--- src/rtl/controller_pkg.sv ---
// Shared definitions for the emulated serial gamepad: FSM states, poll width
// and the bit position of each button in the parallel snapshot.
package controller_pkg;

    localparam int CTRL_BITS = 8;

    typedef enum logic [1:0] {
        IDLE  = 2'd0,
        LOAD  = 2'd1,
        SHIFT = 2'd2,
        DONE  = 2'd3
    } state_t;

    // A is the MSB, so it is the first bit presented after the latch falls
    localparam int BTN_A      = 7;
    localparam int BTN_B      = 6;
    localparam int BTN_SELECT = 5;
    localparam int BTN_START  = 4;
    localparam int BTN_UP     = 3;
    localparam int BTN_DOWN   = 2;
    localparam int BTN_LEFT   = 1;
    localparam int BTN_RIGHT  = 0;

endpackage

--- src/rtl/pin_synchronizer.sv ---
// Multi-flop synchronizer for asynchronous pins, with single-cycle edge
// strobes derived from the synchronized value.
module pin_synchronizer #(
    parameter int WIDTH  = 1,
    parameter int STAGES = 2
) (
    input  logic             clk,
    input  logic             rst,
    input  logic [WIDTH-1:0] d,
    output logic [WIDTH-1:0] q,
    output logic [WIDTH-1:0] rise,
    output logic [WIDTH-1:0] fall
);

    logic [WIDTH-1:0] sync_q [STAGES];
    logic [WIDTH-1:0] prev_q;

    // Shift the pin through the flop chain and remember the last settled value
    always_ff @(posedge clk) begin
        if (rst) begin
            for (int i = 0; i < STAGES; i++) sync_q[i] <= '0;
            prev_q <= '0;
        end else begin
            sync_q[0] <= d;
            for (int i = 1; i < STAGES; i++) sync_q[i] <= sync_q[i-1];
            prev_q <= sync_q[STAGES-1];
        end
    end

    assign q    = sync_q[STAGES-1];
    assign rise = q & ~prev_q;
    assign fall = ~q & prev_q;

endmodule

--- src/rtl/controller_responder.sv ---
// Device side of the serial gamepad protocol: snapshots the button bus while
// the host holds latch, then shifts the snapshot out active-low, MSB first,
// on each host clock rise. Flags completed polls, over-clocking and timeouts.
module controller_responder
    import controller_pkg::*;
#(
    parameter int BITS           = CTRL_BITS,
    parameter int SYNC_STAGES    = 2,
    parameter int TIMEOUT_CYCLES = 1024
) (
    input  logic            clk,
    input  logic            rst,
    input  logic            latch_i,
    input  logic            ctrl_clk_i,
    input  logic [BITS-1:0] buttons_i,
    output logic            serial_no,
    output logic            poll_done_o,
    output logic            overrun_o,
    output logic            timeout_o,
    output logic [7:0]      polls_o
);

    localparam int CW = $clog2(BITS + 1);
    localparam int TW = $clog2(TIMEOUT_CYCLES);

    logic            latch_s, lfall, latch_rise_unused;
    logic            cclk_s, rise, cclk_fall_unused;
    logic [BITS-1:0] btn_s, btn_rise_unused, btn_fall_unused;

    state_t          state_q, state_d;
    logic [BITS-1:0] shift_q;
    logic [CW-1:0]   count_q;
    logic [TW-1:0]   timer_q;

    logic load, shift, clr_shift, count_inc, timer_inc, timer_clr;
    logic set_ovr, done_evt, timeout_evt, timer_expired;

    pin_synchronizer #(.WIDTH(1), .STAGES(SYNC_STAGES)) u_sync_latch (
        .clk(clk), .rst(rst), .d(latch_i),
        .q(latch_s), .rise(latch_rise_unused), .fall(lfall)
    );

    pin_synchronizer #(.WIDTH(1), .STAGES(SYNC_STAGES)) u_sync_cclk (
        .clk(clk), .rst(rst), .d(ctrl_clk_i),
        .q(cclk_s), .rise(rise), .fall(cclk_fall_unused)
    );

    pin_synchronizer #(.WIDTH(BITS), .STAGES(SYNC_STAGES)) u_sync_btn (
        .clk(clk), .rst(rst), .d(buttons_i),
        .q(btn_s), .rise(btn_rise_unused), .fall(btn_fall_unused)
    );

    assign timer_expired = (timer_q == TW'(TIMEOUT_CYCLES - 1));

    // FSM state register
    always_ff @(posedge clk) begin
        if (rst) state_q <= IDLE;
        else     state_q <= state_d;
    end

    // Next state and datapath controls; latch overrides any clock edge
    always_comb begin
        state_d     = state_q;
        load        = 1'b0;
        shift       = 1'b0;
        clr_shift   = 1'b0;
        count_inc   = 1'b0;
        timer_inc   = 1'b0;
        timer_clr   = 1'b0;
        set_ovr     = 1'b0;
        done_evt    = 1'b0;
        timeout_evt = 1'b0;
        if (latch_s) begin
            state_d = LOAD;
            load    = 1'b1;
        end else begin
            case (state_q)
                LOAD: begin
                    if (lfall) state_d = SHIFT;
                end
                SHIFT: begin
                    if (rise) begin
                        shift     = 1'b1;
                        count_inc = 1'b1;
                        timer_clr = 1'b1;
                        if (count_q == CW'(BITS - 1)) begin
                            state_d  = DONE;
                            done_evt = 1'b1;
                        end
                    end else if (timer_expired) begin
                        state_d     = IDLE;
                        clr_shift   = 1'b1;
                        timer_clr   = 1'b1;
                        timeout_evt = 1'b1;
                    end else begin
                        timer_inc = 1'b1;
                    end
                end
                DONE: begin
                    if (rise) begin
                        shift     = 1'b1;
                        set_ovr   = 1'b1;
                        timer_clr = 1'b1;
                    end else if (timer_expired) begin
                        state_d   = IDLE;
                        timer_clr = 1'b1;
                    end else begin
                        timer_inc = 1'b1;
                    end
                end
                IDLE: begin
                    if (rise) shift = 1'b1;
                end
                default: state_d = IDLE;
            endcase
        end
    end

    // Shift register, counters and output flags
    always_ff @(posedge clk) begin
        if (rst) begin
            shift_q     <= '0;
            count_q     <= '0;
            timer_q     <= '0;
            poll_done_o <= 1'b0;
            overrun_o   <= 1'b0;
            timeout_o   <= 1'b0;
            polls_o     <= '0;
        end else begin
            poll_done_o <= done_evt;
            timeout_o   <= timeout_evt;
            if (load) begin
                shift_q   <= btn_s;
                count_q   <= '0;
                timer_q   <= '0;
                overrun_o <= 1'b0;
            end else begin
                if (shift)          shift_q <= {shift_q[BITS-2:0], 1'b0};
                else if (clr_shift) shift_q <= '0;
                if (count_inc && count_q != CW'(BITS)) count_q <= count_q + CW'(1);
                if (timer_clr)      timer_q <= '0;
                else if (timer_inc) timer_q <= timer_q + TW'(1);
                if (set_ovr)  overrun_o <= 1'b1;
                if (done_evt) polls_o   <= polls_o + 8'd1;
            end
        end
    end

    assign serial_no = ~shift_q[BITS-1];

endmodule

--- config.mk ---
export PLATFORM = sky130hd
export DESIGN_NAME = controller_responder
export DESIGN_NICKNAME = d
export VERILOG_FILES = /design/src/rtl/controller_pkg.sv /design/src/rtl/pin_synchronizer.sv /design/src/rtl/controller_responder.sv
export SDC_FILE = /design/constraint.sdc
export NUM_CORES = 1
export LEC_CHECK = 0
export CORE_MARGIN = 2
export CORE_UTILIZATION = 45
export CTS_CLUSTER_DIAMETER = 80
export DETAILED_ROUTE_END_ITERATION = 12
export PLACE_DENSITY = 0.71
export SLEW_MARGIN = 20
export SYNTH_ARGS = -nofsm -noshare
export SYNTH_HDL_FRONTEND = slang
export SYNTH_SLANG_ARGS = --single-unit
--- constraint.sdc ---
create_clock -name clk -period 1.8 [get_ports clk]
set_input_delay 0.36 -clock clk [delete_from_list [all_inputs] [get_ports clk]]
set_output_delay 0.36 -clock clk [all_outputs]
set_load 0.02 [all_outputs]
==> impl_metrics.ini, run 1 <==
[clock_network]
cts_buffers = 9
cts_setup_buffers = 0
h-tree-depth = 3
clk_latency_ns = 0.32
clock_path_buffers = 2
cts_hold_buf = 0
cts_sinks = 57
cts_tree = yes
path_clk_slew_ns = 0.06
cts_root_buffer = clkbuf_8

[power]
combPwrFrac_pct = 11.1
p_leak_nw = 1.22
power_density_nw_per_um2 = 906
p_seq_share_pct = 47.7
power_frac_clock_pct = 41.3
ir_drop_v = 0.000466
intPower_w = 0.00212
switching_share_pct = 24.0
power.switching_w = 0.000668
power_w = 0.00279

[synthesis]
yosysSeqAreaShare_pct = 47.6
synth_cell_types = 49
synthCells = 250
synth_seq_cells = 57
syn_nets = 269
syn_avg_cell_area_sq_um = 9.58
synth_ff_type = dfxtp_1
synth-async-reset-ratio_pct = 0
synth_area_sq_um = 2390
yosysWarnings = 0
synth-edff-count = 0

[die]
die_h_microns = 77.0
die_w_microns = 77.0
rows = 26
die_area_sq_um = 5920
pin_count = 24
start_util_pct = 46.9
core_area_sq_um = 5110

[placed_design]
place_area_sq_um = 2820
gp_congestion = 0.854
dp_hpwl_microns = 3220
post-place-ws_ns = -0.0547
port_buffers = 23

[outcome]
status = finished, final reports clean

[sta]
skew_ns = 0.00686
setup_violations = 0
fin_crit_ns = 1.75
layout_setup_ws_ns = 0.0536
fmax_mhz = 573
slew_headroom_pct = 69.2
hold_viol = 0
worstMarginPinSlew_ns = 0.461
rsz0062_at_grt = true
slew_viol_final = 0
hold_ws_ns = 0.434
fin_crit_sh_pct = 97.0

[worst_hold_path]
hp-class = register to register
worstHoldPathCells = 1

[setup_path]
r2r_cells = 6
crit_fanout = 7
cp.required_ns = 2.06
cp-end-kind = register
critPathLaunchType = register
worstSetupPathType = register to register
cp.arrival_ns = 2.00
reg2reg_slack_ns = 0.05

[routing]
drc = 0
final_antenna_net_count = 0
wl_per_cell_microns = 13.0
drtPass1Iterations = 4
vias = 1969
drtIter0Drc = 79
viasPerCell = 5.34
drt_wl_total_microns = 4810

[layout]
nFillCells = 454
drive_gt1_share_pct = 19.7
layout_commonest_cell = dfxtp_1
fin_area_sq_um = 3080
syn_to_final_growth_pct = 28.4
num_antenna_cells = 0
seqCellArea_sq_um = 1150
final_core_util_pct = 60.2
multiInputGateArea_sq_um = 1220
num-nets-final = 314
final_cell_mix = dfxtp_1, nor2b_1, buf_4

[global_route]
grt_max_degree = 43
grt_pass1_vias = 1849
grt_overflow_total = 0
grt_pass1_wl_microns = 8110
antenna_found_initial = 0
grt_usage_pct = 16.9

[flow_run]
maxCapViolCount = 0
==> cell families after synthesis <==
family / count (synthesis) / share of synthesized area, %
flip-flops: 57 / 47.6
adder cells (fa/ha/maj): 7 / 3.66
XOR/XNOR: 8 / 2.93
AO/OA/AOI/OAI: 60 / 16.6
AND/OR/NAND/NOR: 98 / 25.0
multiplexers: 2 / 0.836
buffers and inverters: 18 / 3.29
==> path summary, 6_finish.rpt <==
kind	end	from
min reg2reg	u_sync_btn.sync_q[0][13]$_SDFF_PP0_	u_sync_btn.sync_q[0][5]$_SDFF_PP0_
max	timer_q[6]$_SDFFE_PP0P_	state_q[0]$_SDFFE_PP0P_
max reg2reg	timer_q[6]$_SDFFE_PP0P_	state_q[0]$_SDFFE_PP0P_
min	u_sync_btn.sync_q[0][13]$_SDFF_PP0_	u_sync_btn.sync_q[0][5]$_SDFF_PP0_
==> metrics by stage <==
stage / setup TNS (ns) / cells
2_1_floorplan: 0 / 250
3_3_place_gp: 0 / 353
3_5_place_dp: -0.105 / 353
4_1_cts: 0 / 368
5_1_grt: -0.0155 / 369
6_report: 0 / 369
==> layer usage <==
layer | part of all wire, % | track usage (%)
met1 | 48 | 21.4
met4 | 2.0 | 8.18
met2 | 46 | 26.9
met5 | 0 | 0
met3 | 3.9 | 4.00
==> power groups by stage <==
stage | sequential (W) | clock (W) | combinational (W)
floorplan | 0.00134 | 0 | 0.000188
global placement | 0.00135 | 0 | 0.000281
detailed placement | 0.00135 | 0 | 0.000283
CTS | 0.00133 | 0.00118 | 0.000295
global route | 0.00133 | 0.00123 | 0.000340
finish | 0.00133 | 0.00115 | 0.000309
==> final cells by class <==
class                      instances  share of cell area [%]
clock buffer                      10                    4.48
tap                               70                    2.85
clock inverter                     5                    1.83
timing repair buffer              44                    12.9
sequential                        57                    37.3
multi-input combinational        176                    39.8
inverter                           7                   0.854
==> synthesized netlist by cell type, types with 2 or more instances <==
cell | number | share of area [%]
o211ai_1 | 9 | 2.8
nand4_1 | 3 | 0.78
a31oi_1 | 2 | 0.52
dfxtp_1 | 57 | 48
a21oi_1 | 20 | 4.2
or3_1 | 2 | 0.52
nand2_1 | 7 | 1.1
clkbuf_1 | 8 | 1.3
o21ai_0 | 5 | 1.0
o31ai_1 | 5 | 1.6
and3_1 | 2 | 0.52
nand3b_4 | 2 | 1.7
a22oi_1 | 7 | 2.2
inv_1 | 7 | 1.1
and4_1 | 3 | 1.1
nor2b_1 | 22 | 5.7
nor2_1 | 18 | 2.8
nor4_1 | 6 | 1.6
xor2_1 | 2 | 0.73
mux2i_1 | 2 | 0.84
and2_1 | 2 | 0.52
nand2b_1 | 2 | 0.52
ha_1 | 7 | 3.7
or4_1 | 7 | 2.2
xnor2_1 | 6 | 2.2
nand3_1 | 9 | 1.9
nor3_1 | 6 | 1.3
==> flip-flops by register name, indices dropped and copies added, names as in the netlist <==
signal,count
state_q,2
u_sync_latch.sync_q,2
u_sync_cclk.prev_q,1
overrun_o,1
count_q,4
u_sync_cclk.sync_q,2
shift_q,8
timer_q,10
u_sync_btn.sync_q,16
timeout_o,1
polls_o,8
u_sync_latch.prev_q,1
poll_done_o,1
==> what timing repair did <==
| item | CTS | global route |
|---|---|---|
| endpoints found under the setup margin | 3 | 13 |
| resized for setup | 2 | 17 |
| cloned | 0 | 1 |
| pin swaps | 0 | 2 |
==> critical path, stage by stage, from the launching register on <==
cell     delay (ns)
dfxtp_2        0.33
inv_2          0.07
ha_4           0.16
nor2_1         0.07
or3_4          0.41
or4_4          0.49
a21oi_2        0.14
Note: power is estimated with default switching activity, not from simulation.
==> inputs of run 2 (changes only) <==
DONT_BUFFER_PORTS = 1   (was default)
PLACE_DENSITY = 0.63   (was 0.71)
clock period = 2.1 ns   (was 1.8 ns; I/O delays follow)
==> run 2 against run 1 <==
  * Via count down 6.8%
  * Maximum frequency down 11%
  * Critical path depth is the same
  * Register-to-register slack improved by 0.09 ns
  * Non-clock buffer count shrank 33
  * Final area fell by 12%
  * Count of clock-buffer cells in the layout down 1
  * Highest routed layer unchanged
  * Die area unchanged
  * Flip-flop and latch count unchanged
==> impl_metrics.ini, run 2 (same netlist as run 1, synthesis figures left out) <==
[layout]
final_core_util_pct = 53.0
syn_to_final_growth_pct = 13.0
multiInputGateArea_sq_um = 1170
reg.largest.list = u_sync_btn.sync_q: 16 flops, timer_q: 10 flops
num-nets-final = 280
nFillCells = 487
top_register = u_sync_btn.sync_q
final_cell_mix = dfxtp_1, nor2b_1, a21oi_1
largest_register_ff_count = 16
layout_commonest_cell = dfxtp_1
num_antenna_cells = 0
seqCellArea_sq_um = 1140
drive_gt1_share_pct = 13.2

[die]
core_area_sq_um = 5110
die_w_microns = 77.0
die_area_sq_um = 5920
rows = 26
start_util_pct = 46.9
die_h_microns = 77.0
pin_count = 24

[setup_path]
r2r_cells = 6
startpoint = state_q[0]$_SDFFE_PP0P_
cp.required_ns = 2.36
timing.rr.start = state_q[0]$_SDFFE_PP0P_
worstSetupPathType = register to register
slowest_stage = or4_1
slowest_delay_ns = 0.48
reg2reg_slack_ns = 0.14
cp_cell_sequence = inv_1 > ha_1 > nor2_1 > or3_4 > or4_1 > a21oi_1
cp-end-kind = register
cp.arrival_ns = 2.22
crit_fanout = 13
timing.rr.end = timer_q[3]$_SDFFE_PP0P_
critPathLaunchType = register

[global_route]
antenna_found_initial = 0
grt_pass1_vias = 1662
grt_max_degree = 44
grt_pass1_wl_microns = 7760
grt_usage_pct = 16.4
grt_overflow_total = 0

[placed_design]
gp_congestion = 0.785
port_buffers = 0
dp_hpwl_microns = 2910

[clock_network]
h-tree-depth = 3
path_clk_slew_ns = 0.07
cts_sinks = 57
cts_resized = 0
cts_hold_buf = 0
clock_path_buffers = 2
cts_root_buffer = clkbuf_8
cts_tree = yes
cts_buffers = 9
cts_setup_buffers = 0
clk_latency_ns = 0.33

[routing]
drtPass1Iterations = 4
viasPerCell = 5.46
drt_wl_total_microns = 4500
drc = 0
vias = 1835
drtIter0Drc = 71
final_antenna_net_count = 0
wl_per_cell_microns = 13.4

[power]
p_leak_nw = 1.00
ir_drop_v = 0.000545
power_density_nw_per_um2 = 855

[sta]
slew_viol_final = 0
fin_crit_sh_pct = 93.3
setup_violations = 0
slew_headroom_pct = 49.9
skew_ns = 0.00952
fmax_mhz = 510
rsz0062_at_grt = false
hold_viol = 0
worstMarginPinSlew_ns = 0.745
setup_tns_ns = 0
fin_crit_ns = 1.96

[worst_hold_path]
worstHoldPathCells = 1
hp-class = input pin to register
hold_end = polls_o[3]$_SDFFE_PP0P_
min-delay-start = rst

[outcome]
status = finished, final reports clean

[flow_run]
maxCapViolCount = 0
==> run 2: changes by cell type in the layout (fill, tap and decap cells not counted), moves of 3 or more <==
cell,delta
dlymetal6s2s_1,-4
clkdlybuf4s50_1,-19
or4_4,-3
dfxtp_1,+4
or4_1,+3
a21oi_1,+3
buf_4,-10
a21oi_2,-3
dfxtp_2,-4
==> run 2: where the power goes <==
part	internal (W)	leakage [nW]	switching, W
clock network	0.000547	0.0994	0.000456
registers	0.00111	0.464	0.0000217
logic	0.0000712	0.441	0.000105
==> run 2: stage by stage <==
stage	setup WS, ns	instance area (sq um)	instances	hold WS (ns)	power [W]
after floorplan	0.292	2390	250	0.414	0.00131
after global placement	0.203	2510	320	0.417	0.00133
after detailed placement	0.163	2510	320	0.422	0.00133
after CTS	0.155	2710	336	0.139	0.00233
after global routing	0.000257	2710	336	0.134	0.00241
final	0.140	2710	336	0.156	0.00231
==> run 2: worst max-delay path: cells and delay by family, from the launching register on <==
family / cells / cell delay [ns]
and+or+nand+nor: 3 / 0.99
DFF: 1 / 0.34
adders and majority gates: 1 / 0.33
AOI/OAI and AO/OA: 1 / 0.15
buffers and inverters: 1 / 0.09
==> run 2: how the worst max path moves through the flow <==
stage	slack [ns]	depth (start not counted)	end
after floorplan	0.29	7	polls_o[7]$_SDFFE_PP0P_
after global placement	0.20	6	timer_q[7]$_SDFFE_PP0P_
after detailed placement	0.16	6	timer_q[7]$_SDFFE_PP0P_
after CTS	0.15	6	timer_q[7]$_SDFFE_PP0P_
after global routing	0.0003	6	timer_q[3]$_SDFFE_PP0P_
final	0.14	6	timer_q[3]$_SDFFE_PP0P_
==> run 2: layout make-up <==
type / count / area share (%)
inverter: 7 / 0.971
timing repair buffer: 11 / 3.05
sequential: 57 / 42.2
multi-input combinational: 175 / 43.4
clock inverter: 7 / 2.59
tap: 70 / 3.24
clock buffer: 9 / 4.58
==> run 2: per-layer routing <==
metal	part of all wire [%]	GRT usage, %	routed length (microns)	vias to the layer above
met4	1.3	7.64	57	0
li1	-	-	-	937
met1	49	21.2	2210	859
met3	4.6	5.18	207	6
met2	45	24.8	2030	33
met5	0	0	0	-
==> inputs of run 3 (changes only) <==
CORE_ASPECT_RATIO = 2   (was default)
MAX_ROUTING_LAYER = met4   (was default)
==> run 3 against run 2 <==
  * Die area up 0.60%
  * Largest power group is now clock
  * Critical path type unchanged
  * Critical endpoint unchanged
  * Largest cell class unchanged
  * Register-to-register slack about the same
  * Highest routed layer unchanged
  * Clock power up 32%
  * First-iteration DRC count up 28%
==> impl_metrics.ini, run 3 (same netlist as run 1, synthesis figures left out) <==
[outcome]
status = finished, final reports clean

[clock_network]
cts_root_buffer = clkbuf_8
h-tree-depth = 3
cts_tree = yes
path_clk_slew_ns = 0.06
clk_latency_ns = 0.34
cts_buffers = 9
clock_path_buffers = 2
cts_sinks = 57

[sta]
fin_crit_ns = 1.95
skew_ns = 0.00557
hold_viol = 0
fin_crit_sh_pct = 92.7
rsz0062_at_grt = false
fmax_mhz = 514
setup_tns_ns = 0
setup_violations = 0
slew_headroom_pct = 47.0
hold_ws_ns = 0.145
worstMarginPinSlew_ns = 0.794
slew_viol_final = 0

[routing]
wl_per_cell_microns = 14.2
drtPass1Iterations = 4
drt_wl_total_microns = 4550
drc = 0
vias = 1849
viasPerCell = 5.76
drtIter0Drc = 91
final_antenna_net_count = 0

[die]
start_util_pct = 46.6
pin_count = 24
die_h_microns = 107
die_w_microns = 55.6
core_area_sq_um = 5140
rows = 37
die_area_sq_um = 5960

[setup_path]
cp.arrival_ns = 2.20
critPathLaunchType = register
crit_fanout = 13
worstSetupPathType = register to register
cp.required_ns = 2.36
r2r_cells = 5
cp-end-kind = register

[global_route]
grt_overflow_total = 0
busiest_layer = met2
grt_use_met1_pct = 18.1
grt_usage_pct = 17.9
use_met2_pct = 29.3
use_met3_pct = 6.15
antenna_found_initial = 0
grt_pass1_wl_microns = 8010
grt_max_degree = 44
grt_pass1_vias = 1798

[layout]
layout_commonest_cell = dfxtp_1
num_antenna_cells = 0
top_register = u_sync_btn.sync_q
final_cell_mix = dfxtp_1, nor2b_1, a21oi_1
drive_gt1_share_pct = 12.2
fin_area_sq_um = 2740
reg.largest.list = u_sync_btn.sync_q: 16 flops, timer_q: 10 flops
multiInputGateArea_sq_um = 1180
largest_register_ff_count = 16
num-nets-final = 277
syn_to_final_growth_pct = 14.2
seqCellArea_sq_um = 1140
nFillCells = 463

[placed_design]
gp_congestion = 0.887
port_buffers = 0
place_area_sq_um = 2470
dp_hpwl_microns = 3160

[power]
p_leak_nw = 1.02
ir_drop_v = 0.000686
power_density_nw_per_um2 = 961

[worst_hold_path]
hp-class = input pin to register
worstHoldPathCells = 1

[flow_run]
maxCapViolCount = 0
[run 3: cell types whose count changed in the layout (fill, tap and decap cells not counted), sizes merged]
cell,previous run,this run
clkinv,4,2
clkinvlp,1,0
clkbuf,9,10
bufinv,1,4
buf,11,8
inv,8,7
[run 3: final timing paths]
check	start	slack, ns	to
worst max-delay path	state_q[1]$_SDFFE_PP0P_	0.15	timer_q[3]$_SDFFE_PP0P_
worst min-delay path	rst	0.15	u_sync_btn.sync_q[0][1]$_SDFF_PP0_
worst max register to register	state_q[1]$_SDFFE_PP0P_	0.15	timer_q[3]$_SDFFE_PP0P_
worst min register to register	u_sync_btn.sync_q[0][4]$_SDFF_PP0_	0.43	u_sync_btn.sync_q[0][12]$_SDFF_PP0_
[run 3: metal layers]
metal / vias up / part of all wire (%)
met3: 8 / 3.5
met1: 873 / 41
li1: 933 / -
met4: 0 / 2.1
met5: - / 0
met2: 35 / 53
[run 3: worst max-delay path, cell delays in order (launching register included)]
cell     delay, ns
dfxtp_1       0.39
ha_1          0.30
nor2_1        0.14
or3_4         0.41
or4_1         0.48
a21oi_1       0.15
[run 3: repair_timing]
item / CTS / global route
gates resized for setup: 0 / 1
setup endpoints to repair: 0 / 3
hold buffers: 0 / 0
endpoints found under the hold margin: 0 / 0
setup buffers: 0 / 0
[run 3: cell type report]
| cell class | count | area share (%) |
|---|---|---|
| clock buffer | 10 | 4.67 |
| clock inverter | 6 | 4.76 |
| inverter | 7 | 0.961 |
| multi-input combinational | 175 | 43.0 |
| sequential | 57 | 41.7 |
| tap | 58 | 2.65 |
| timing repair buffer | 8 | 2.20 |
[run 3: through the flow]
stage / utilization, % / setup WS (ns) / cells / power, W
6_report: 53.2 / 0.153 / 321 / 0.00263
5_1_grt: 53.2 / 0.0347 / 321 / 0.00274
4_1_cts: 53.2 / 0.0600 / 321 / 0.00266
3_5_place_dp: 48.2 / 0.0996 / 305 / 0.00133
3_3_place_gp: 48.2 / 0.183 / 305 / 0.00132
2_1_floorplan: - / 0.292 / 250 / 0.00131
[run 3: where the power goes]
part	internal [W]	switching, W	total (W)
combinational	0.0000664	0.000105	0.000171
clock	0.000904	0.000417	0.00132
sequential	0.00111	0.0000238	0.00114
